### config.mk
export PLATFORM = sky130hd
export DESIGN_NAME = daq_seq_ctrl_flat
export DESIGN_NICKNAME = d
export VERILOG_FILES = /design/src/rtl/daq_pkg.sv /design/src/rtl/daq_seq_ctrl_if.sv /design/src/rtl/daq_rate_timer.sv /design/src/rtl/daq_seq_ctrl.sv /design/src/flat_wrapper.sv
export SDC_FILE = /design/constraint.sdc
export NUM_CORES = 1
export LEC_CHECK = 0
export ABC_AREA = 1
export CORE_AREA = 2 2 122 124
export DETAILED_ROUTE_END_ITERATION = 7
export DIE_AREA = 0 0 124 126
export PLACE_DENSITY = 0.57
export SYNTH_ARGS = -nofsm -noshare
export SYNTH_HDL_FRONTEND = slang
export SYNTH_HIERARCHICAL = 1
export SYNTH_SLANG_ARGS = --single-unit
### constraint.sdc
create_clock -name clk_i -period 7.5 [get_ports clk_i]
set_input_delay 1.875 -clock clk_i [delete_from_list [all_inputs] [get_ports clk_i]]
set_output_delay 1.875 -clock clk_i [all_outputs]
set_load 0.005 [all_outputs]
### src/rtl/daq_pkg.sv
// Shared definitions for the AD7606 acquisition sequencer.
// Contents: sequencer state encoding, default timing/geometry values,
// the frame preamble word and common counter widths.
package daq_pkg;

  typedef enum logic [3:0] {
    IDLE,
    CONV,
    WAIT_BUSY_HI,
    WAIT_BUSY_LO,
    PRE,
    RD_LOW,
    RD_HIGH,
    NEXT,
    DONE
  } daq_state_e;

  localparam int unsigned ADCCOUNT_DEF  = 8;
  localparam int unsigned CHANCOUNT_DEF = 8;
  localparam int unsigned CONV_LO_DEF   = 4;
  localparam int unsigned RD_LO_DEF     = 2;
  localparam int unsigned RD_HI_DEF     = 2;
  localparam int unsigned BUSY_TO_DEF   = 1000;
  localparam logic [15:0] PREAMBLE_DEF  = 16'hAAAA;

  // Width of the sample-period input and of the internal cycle counters.
  localparam int unsigned RATE_W = 16;
  localparam int unsigned CNT_W  = 16;
  localparam int unsigned DB_W   = 16;

endpackage

### src/rtl/daq_seq_ctrl_if.sv
// ADC bus + FIFO write port bundle for the acquisition sequencer.
// master: sequencer side (drives CONVST, chip selects, read strobe, FIFO word/strobe).
// slave : peripheral side (AD7606 BUSY and data bus, FIFO full flag).
interface daq_seq_ctrl_if import daq_pkg::*; #(
  parameter int unsigned ADCCOUNT = ADCCOUNT_DEF
);
  logic                conv_n_o;
  logic [ADCCOUNT-1:0] cs_n_o;
  logic                rd_n_o;
  logic                busy_i;
  logic [DB_W-1:0]     db_i;
  logic [DB_W-1:0]     fifo_data_o;
  logic                fifo_wr_o;
  logic                fifo_full_i;

  modport master (
    output conv_n_o, cs_n_o, rd_n_o, fifo_data_o, fifo_wr_o,
    input  busy_i, db_i, fifo_full_i
  );

  modport slave (
    input  conv_n_o, cs_n_o, rd_n_o, fifo_data_o, fifo_wr_o,
    output busy_i, db_i, fifo_full_i
  );
endinterface

### src/rtl/daq_rate_timer.sv
// Sample-period timer.
// Ports: clk_i, reset_i (sync, active-high), en_i (enable),
//        rate_div_i (period in cycles, 0 disables), tick_o (terminal-count pulse).
// The tick is gated by en_i in the same cycle, so a tick coinciding with
// en_i falling never reaches the sequencer.
module daq_rate_timer import daq_pkg::*; (
  input  logic              clk_i,
  input  logic              reset_i,
  input  logic              en_i,
  input  logic [RATE_W-1:0] rate_div_i,
  output logic              tick_o
);

  logic [RATE_W-1:0] cnt_q;
  logic [RATE_W-1:0] cnt_d;
  logic              run;

  always_comb begin
    run    = en_i && (rate_div_i != '0);
    // >= so that lowering rate_div_i below the current count wraps at once
    tick_o = run && (cnt_q >= (rate_div_i - RATE_W'(1)));
    cnt_d  = cnt_q;
    if (!run || tick_o) begin
      cnt_d = '0;
    end else begin
      cnt_d = cnt_q + RATE_W'(1);
    end
  end

  always_ff @(posedge clk_i) begin
    if (reset_i) begin
      cnt_q <= '0;
    end else begin
      cnt_q <= cnt_d;
    end
  end

endmodule

### src/rtl/daq_seq_ctrl.sv
// AD7606 acquisition sequencer.
// On each sample tick: pulse CONVST, wait for BUSY high then low, write the
// preamble word to the FIFO, then read CHANCOUNT words from each of ADCCOUNT
// devices on the shared bus and write each to the FIFO, honouring FIFO full.
// Ports: clk_i, reset_i (sync, active-high), en_i, rate_div_i,
//        bus (ADC/FIFO bundle, master side),
//        frame_done_o / overrun_o / timeout_o one-cycle status pulses.
module daq_seq_ctrl import daq_pkg::*; #(
  parameter int unsigned ADCCOUNT  = ADCCOUNT_DEF,
  parameter int unsigned CHANCOUNT = CHANCOUNT_DEF,
  parameter int unsigned CONV_LO   = CONV_LO_DEF,
  parameter int unsigned RD_LO     = RD_LO_DEF,
  parameter int unsigned RD_HI     = RD_HI_DEF,
  parameter int unsigned BUSY_TO   = BUSY_TO_DEF,
  parameter logic [15:0] PREAMBLE  = PREAMBLE_DEF
) (
  input  logic              clk_i,
  input  logic              reset_i,
  input  logic              en_i,
  input  logic [RATE_W-1:0] rate_div_i,
  daq_seq_ctrl_if.master    bus,
  output logic              frame_done_o,
  output logic              overrun_o,
  output logic              timeout_o
);

  localparam logic [CNT_W-1:0] CONV_LAST  = CNT_W'(CONV_LO - 1);
  localparam logic [CNT_W-1:0] BUSY_LAST  = CNT_W'(BUSY_TO - 1);
  localparam logic [CNT_W-1:0] RD_LO_LAST = CNT_W'(RD_LO - 1);
  localparam logic [CNT_W-1:0] RD_HI_LAST = CNT_W'(RD_HI - 1);
  localparam logic [CNT_W-1:0] CH_LAST    = CNT_W'(CHANCOUNT - 1);
  localparam logic [2:0]       ADC_LAST   = 3'(ADCCOUNT - 1);

  daq_state_e          state_q, state_d;
  logic [CNT_W-1:0]    cnt_q, cnt_d;
  logic [2:0]          adc_q, adc_d;
  logic [CNT_W-1:0]    ch_q, ch_d;
  logic [DB_W-1:0]     data_q, data_d;
  logic                wr_done_q, wr_done_d;

  logic                tick;
  logic                conv_n;
  logic                cs_act;
  logic                rd_n;
  logic                fifo_wr;
  logic                wr_now;
  logic [ADCCOUNT-1:0] cs_n;

  daq_rate_timer u_timer (
    .clk_i      (clk_i),
    .reset_i    (reset_i),
    .en_i       (en_i),
    .rate_div_i (rate_div_i),
    .tick_o     (tick)
  );

  always_comb begin
    state_d      = state_q;
    cnt_d        = cnt_q;
    adc_d        = adc_q;
    ch_d         = ch_q;
    data_d       = data_q;
    wr_done_d    = wr_done_q;
    conv_n       = 1'b1;
    cs_act       = 1'b0;
    rd_n         = 1'b1;
    fifo_wr      = 1'b0;
    wr_now       = 1'b0;
    frame_done_o = 1'b0;
    timeout_o    = 1'b0;
    // Any tick outside IDLE is dropped; the running frame is unaffected.
    overrun_o    = tick && (state_q != IDLE);

    unique case (state_q)
      IDLE: begin
        if (tick) begin
          state_d = CONV;
          cnt_d   = '0;
        end
      end
      CONV: begin
        conv_n = 1'b0;
        if (cnt_q == CONV_LAST) begin
          state_d = WAIT_BUSY_HI;
          cnt_d   = '0;
        end else begin
          cnt_d = cnt_q + CNT_W'(1);
        end
      end
      WAIT_BUSY_HI: begin
        if (bus.busy_i) begin
          state_d = WAIT_BUSY_LO;
          cnt_d   = '0;
        end else if (cnt_q == BUSY_LAST) begin
          timeout_o = 1'b1;
          state_d   = IDLE;
          cnt_d     = '0;
        end else begin
          cnt_d = cnt_q + CNT_W'(1);
        end
      end
      WAIT_BUSY_LO: begin
        if (!bus.busy_i) begin
          state_d = PRE;
          // The preamble goes out through the same word register as samples.
          data_d  = PREAMBLE;
        end
      end
      PRE: begin
        if (!bus.fifo_full_i) begin
          fifo_wr = 1'b1;
          state_d = RD_LOW;
          adc_d   = '0;
          ch_d    = '0;
          cnt_d   = '0;
        end
      end
      RD_LOW: begin
        cs_act = 1'b1;
        rd_n   = 1'b0;
        if (cnt_q == RD_LO_LAST) begin
          data_d    = bus.db_i;
          state_d   = RD_HIGH;
          cnt_d     = '0;
          wr_done_d = 1'b0;
        end else begin
          cnt_d = cnt_q + CNT_W'(1);
        end
      end
      RD_HIGH: begin
        cs_act = 1'b1;
        // The word is written once, as soon as the FIFO can take it; the
        // high time keeps counting meanwhile and saturates at its minimum.
        wr_now  = !wr_done_q && !bus.fifo_full_i;
        fifo_wr = wr_now;
        if (wr_now) begin
          wr_done_d = 1'b1;
        end
        if (cnt_q != RD_HI_LAST) begin
          cnt_d = cnt_q + CNT_W'(1);
        end
        if ((wr_done_q || wr_now) && (cnt_q == RD_HI_LAST)) begin
          cnt_d = '0;
          if (ch_q != CH_LAST) begin
            state_d = RD_LOW;
            ch_d    = ch_q + CNT_W'(1);
          end else begin
            state_d = NEXT;
          end
        end
      end
      NEXT: begin
        if (adc_q != ADC_LAST) begin
          state_d = RD_LOW;
          adc_d   = adc_q + 3'd1;
          ch_d    = '0;
          cnt_d   = '0;
        end else begin
          state_d = DONE;
        end
      end
      DONE: begin
        frame_done_o = 1'b1;
        state_d      = IDLE;
      end
      default: begin
        state_d = IDLE;
      end
    endcase

    cs_n = cs_act ? ~(ADCCOUNT'(1) << adc_q) : '1;
  end

  always_ff @(posedge clk_i) begin
    if (reset_i) begin
      state_q   <= IDLE;
      cnt_q     <= '0;
      adc_q     <= '0;
      ch_q      <= '0;
      data_q    <= '0;
      wr_done_q <= 1'b0;
    end else begin
      state_q   <= state_d;
      cnt_q     <= cnt_d;
      adc_q     <= adc_d;
      ch_q      <= ch_d;
      data_q    <= data_d;
      wr_done_q <= wr_done_d;
    end
  end

  assign bus.conv_n_o    = conv_n;
  assign bus.cs_n_o      = cs_n;
  assign bus.rd_n_o      = rd_n;
  assign bus.fifo_wr_o   = fifo_wr;
  assign bus.fifo_data_o = data_q;

endmodule

### src/flat_wrapper.sv
// flat-port wrapper written by rule: the top's interface ports become plain ports
module daq_seq_ctrl_flat import daq_pkg::*;
#(
  parameter int unsigned ADCCOUNT  = ADCCOUNT_DEF,
  parameter int unsigned CHANCOUNT = CHANCOUNT_DEF,
  parameter int unsigned CONV_LO   = CONV_LO_DEF,
  parameter int unsigned RD_LO     = RD_LO_DEF,
  parameter int unsigned RD_HI     = RD_HI_DEF,
  parameter int unsigned BUSY_TO   = BUSY_TO_DEF,
  parameter logic [15:0] PREAMBLE  = PREAMBLE_DEF
)
  (clk_i, reset_i, en_i, rate_div_i, frame_done_o, overrun_o, timeout_o, bus_conv_n_o, bus_cs_n_o, bus_rd_n_o, bus_fifo_data_o, bus_fifo_wr_o, bus_busy_i, bus_db_i, bus_fifo_full_i);
  daq_seq_ctrl_if #(.ADCCOUNT(ADCCOUNT)) bus_i ();
  input  logic clk_i;
  input  logic reset_i;
  input  logic en_i;
  input  logic [RATE_W-1:0] rate_div_i;
  output logic frame_done_o;
  output logic overrun_o;
  output logic timeout_o;
  output wire logic [$bits(bus_i.conv_n_o)-1:0] bus_conv_n_o;
  output wire logic [$bits(bus_i.cs_n_o)-1:0] bus_cs_n_o;
  output wire logic [$bits(bus_i.rd_n_o)-1:0] bus_rd_n_o;
  output wire logic [$bits(bus_i.fifo_data_o)-1:0] bus_fifo_data_o;
  output wire logic [$bits(bus_i.fifo_wr_o)-1:0] bus_fifo_wr_o;
  input wire logic [$bits(bus_i.busy_i)-1:0] bus_busy_i;
  input wire logic [$bits(bus_i.db_i)-1:0] bus_db_i;
  input wire logic [$bits(bus_i.fifo_full_i)-1:0] bus_fifo_full_i;
  assign bus_conv_n_o = bus_i.conv_n_o;
  assign bus_cs_n_o = bus_i.cs_n_o;
  assign bus_rd_n_o = bus_i.rd_n_o;
  assign bus_fifo_data_o = bus_i.fifo_data_o;
  assign bus_fifo_wr_o = bus_i.fifo_wr_o;
  assign bus_i.busy_i = bus_busy_i;
  assign bus_i.db_i = bus_db_i;
  assign bus_i.fifo_full_i = bus_fifo_full_i;
  daq_seq_ctrl #(.ADCCOUNT(ADCCOUNT), .CHANCOUNT(CHANCOUNT), .CONV_LO(CONV_LO), .RD_LO(RD_LO), .RD_HI(RD_HI), .BUSY_TO(BUSY_TO), .PREAMBLE(PREAMBLE)) u_core (.clk_i(clk_i), .reset_i(reset_i), .en_i(en_i), .rate_div_i(rate_div_i), .bus(bus_i), .frame_done_o(frame_done_o), .overrun_o(overrun_o), .timeout_o(timeout_o));
endmodule
==> results list <==
- Setup slack of the worst register-to-register path: between 4 and 5 ns
- Kind of start point of the critical path: input port
- In this run the post-CTS setup repair buffer count came out at 0.
- The cell family contributing the most delay on the critical path is buffers and inverters.
* Maxcap violations: 0
- Number of synthesis warnings: 6
- Along the worst path, the maximum fanout reaches 3.
* Setup total negative slack: 0 ns
- The worst setup path is captured at a primary output.
- VDD sags by at most 0.112 mV.
- Detailed routing inserted a total of between 4000 and 5000 vias.
* Max H-tree Level: 3
- For this run, the detailed router's first-pass iteration total came to 5.
- Required time of the worst setup path: 5.62 ns
* Avg Inst Size Synth: about 6.6 µm²
- Gates resized during post-CTS repair numbered 0.
* TritonCTS buffer count: 9
* Number of inserted diodes: 0
- Via count normalized by instance count: between 4 and 5
- Setup-failing EPs final: 0
- Clock-pin slew was measured on the worst setup and hold paths at around 0.06 ns.
- Area share of the largest cell type after synthesis: 0.295
- Counting every net in the synthesized netlist gives 805.
- Number of antenna violations at the first check in global routing: 0
- Clock tree synthesis selected as its root buffer the cell clkbuf_16.
* Cell type with the highest aggregate area in the netlist: dfxtp_1
- The critical path goes through clkdlybuf4s50_1 > inv_1 > ha_1 > nand3_1 > nor2_1 > nand3_1 > xnor2_1 > inv_1 > ha_1 > nand4_1 > a21oi_1 > nor2_1 > a21oi_1 > inv_1 > nor2_1 > clkdlybuf4s50_1.
- By area the synthesized netlist is led by dfxtp_1 29%, nand2_1 14%, nor2_1 8.3%.
* Non-filler instance count after layout: just under 1000
* Number of sinks on the clock net: between 70 and 80
* Critical path buffers and inverters: 5
- Post-synthesis instance total: 741
* Most frequent standard cell in the layout excluding fill and tap cells: nand2_1
* Slew of the pin with the lowest slew margin: around 0.54 ns
- Crit path max-delay cell type: clkdlybuf4s50_1
- For the finished layout, the period the worst path requires is approximately 6.8 ns.
- Cell area after placement: ~5700 µm²
- Layout cell share with drive strength beyond 1: 0.0962
* Leak pwr: 0.00239 µW
* Final-report hold violation count: 0
- After clock tree synthesis, the flow added hold-fix buffers numbering 0.
* Cell area after synthesis: ~4900 µm²
* DRC errors left: 0
- Portion of the clock cycle consumed by the worst path in the final layout: 0.905
- Std-Cell Rows: 44
* Number of global-route vias before repair: around 4300
* CP Class: input port to primary output
- The initial utilization of the core area, before any placement, comes to 0.342.
- The finished cells cover 6040 µm².
* Die Area: around 16000 µm²
- The synthesized design contains 72 register bits.
* Number of instances in the placed design: just under 1000
* Initial DRC count: between 150 and 200
- Pin placement for this block handled 67 I/O pins.
- Highest-count cells in the layout ignoring fill and taps: 187 x nand2_1, 108 x nor2_1, 87 x inv_1
* WL per Instance: approximately 12 µm
* TritonCTS clock tree: yes
- Largest net degree at the start of global routing: 24
- Total global routing track utilization: 0.155
- Estimated wirelength of the detail-placed design: 8560 µm
- Critical path data arrival time: roughly 4.9 ns
* First-pass GRT wire length: approximately 20000 µm
- The count of nets left with antenna violations once routing finished came out at 0.
- From synthesis to final layout, the design area changed by 23.6%.
- Worst hold path class: register to register
- For this run, the top clock speed supported by timing is around 150 MHz.
* Relative max-transition margin: 0.642
- The tightest hold path in the finished design has a slack of around 0.47 ns.
* Die Span Y: roughly 130 µm
- Global routing finished with a remaining overflow of 0.
- Setup repair after global routing missed its margin: no
* Count of distinct cell types in the synthesized netlist: 40
* Result of the run: finished, final reports clean
- Wire length reported by the detailed router: 11600 µm
- Measured along the x axis, the die boundary spans around 120 µm.
- Clock latency on the worst-skew pair, taken at its later pin, is around 0.34 ns.
* GP Congestion: 0.811
- Ratio of total power to cell area: ~220 nW/µm²
- Fin Clk Skew: 0.00986 ns
- At the end of the flow, the number of nets in the layout was 870.
- Critical Path Max Stage Delay: roughly 0.53 ns
* Port buffer count: between 60 and 70
* Largest buffer count on any clock path: 2
- The final-report max-slew violation count was 0.
- Post-layout util: 0.422
* Sequential share of the synthesized area: 0.295
* Core footprint: 14300 µm²
-- Yosys cell counts --
cell / instances
dfxtp_1: 72
a31oi_1: 1
ha_1: 27
or2_2: 1
o31ai_1: 1
nand4_1: 13
buf_6: 5
o22ai_1: 1
buf_2: 1
nand2_4: 2
inv_1: 87
nand2_2: 9
inv_2: 7
nand3_1: 44
nor3b_1: 4
or2_1: 2
nand3b_1: 4
xor2_1: 18
clkinv_2: 1
nand2_1: 187
clkbuf_1: 4
a211oi_1: 2
nor3_1: 26
o21ai_0: 19
nor2_1: 108
nor2_4: 8
o21bai_1: 1
nor2_8: 1
nor3b_2: 1
o21ai_2: 1
nor3_2: 1
a21oi_1: 34
xnor2_1: 12
nand3_2: 1
nand3_4: 2
and3_1: 1
buf_12: 1
nor4_1: 3
buf_4: 2
nor2_2: 26
-- flip-flops by register name (all words and copies together), names as in the netlist --
register	flops
u_core/state_q	4
u_core/bus.fifo_data_o	16
u_core/adc_q	3
u_core/wr_done_q	1
u_core/cnt_q	16
u_core/ch_q	16
u_core/u_timer/cnt_q	16
-- routing by layer --
metal,part of all wire,GRT usage,wire length [µm]
met5,0,0,0
met4,0.011,0.0496,125
met3,0.055,0.0349,641
met2,0.42,0.239,4890
met1,0.51,0.215,5900
-- layout make-up --
class                      count  area, µm²
tap                          184        230
clock inverter                 7        143
inverter                      95        358
sequential                    72       1440
clock buffer                   9        225
multi-input combinational    561       2980
timing repair buffer          67        668
fill                        1489       8270
-- worst paths after layout --
| path | cells past startpoint | to | startpoint |
|---|---|---|---|
| hold / removal | 2 | u_core/bus.fifo_data_o[14] | u_core/bus.fifo_data_o[14] |
| setup reg to reg | 18 | u_core/cnt_q[9] | u_core/u_timer/cnt_q[7] |
| setup / recovery | 16 | overrun_o | rate_div_i[0] |
| hold reg to reg | 2 | u_core/bus.fifo_data_o[14] | u_core/bus.fifo_data_o[14] |
-- worst reg2reg max path, delay by kind of cell, from the launching register on --
family | cells | cell delay [ns]
and+or+nand+nor | 13 | 1.26
buffers and inverters | 3 | 0.42
DFF | 1 | 0.35
adders and majority gates | 1 | 0.31
AOI/OAI and AO/OA | 1 | 0.14
-- kinds of logic after synthesis --
| group | Yosys count | synth area share |
|---|---|---|
| compound gates | 60 | 0.0647 |
| xor+xnor | 30 | 0.0537 |
| fa+ha+maj | 27 | 0.0691 |
| buf+inv | 108 | 0.0960 |
| flops | 72 | 0.295 |
| simple gates | 444 | 0.422 |
-- report_power, final --
part | internal (µW) | switching, µW
Clock | 360 | 172
Combinational | 125 | 219
Sequential | 413 | 27.4
-- per-stage QoR --
step	setup WS, ns	power [µW]
6_report	0.710	1320
3_5_place_dp	0.702	795
4_1_cts	0.670	1340
5_1_grt	0.398	1400
3_3_place_gp	0.736	795
2_1_floorplan	1.99	699
No activity file was read; power rests on OpenSTA's default activity.
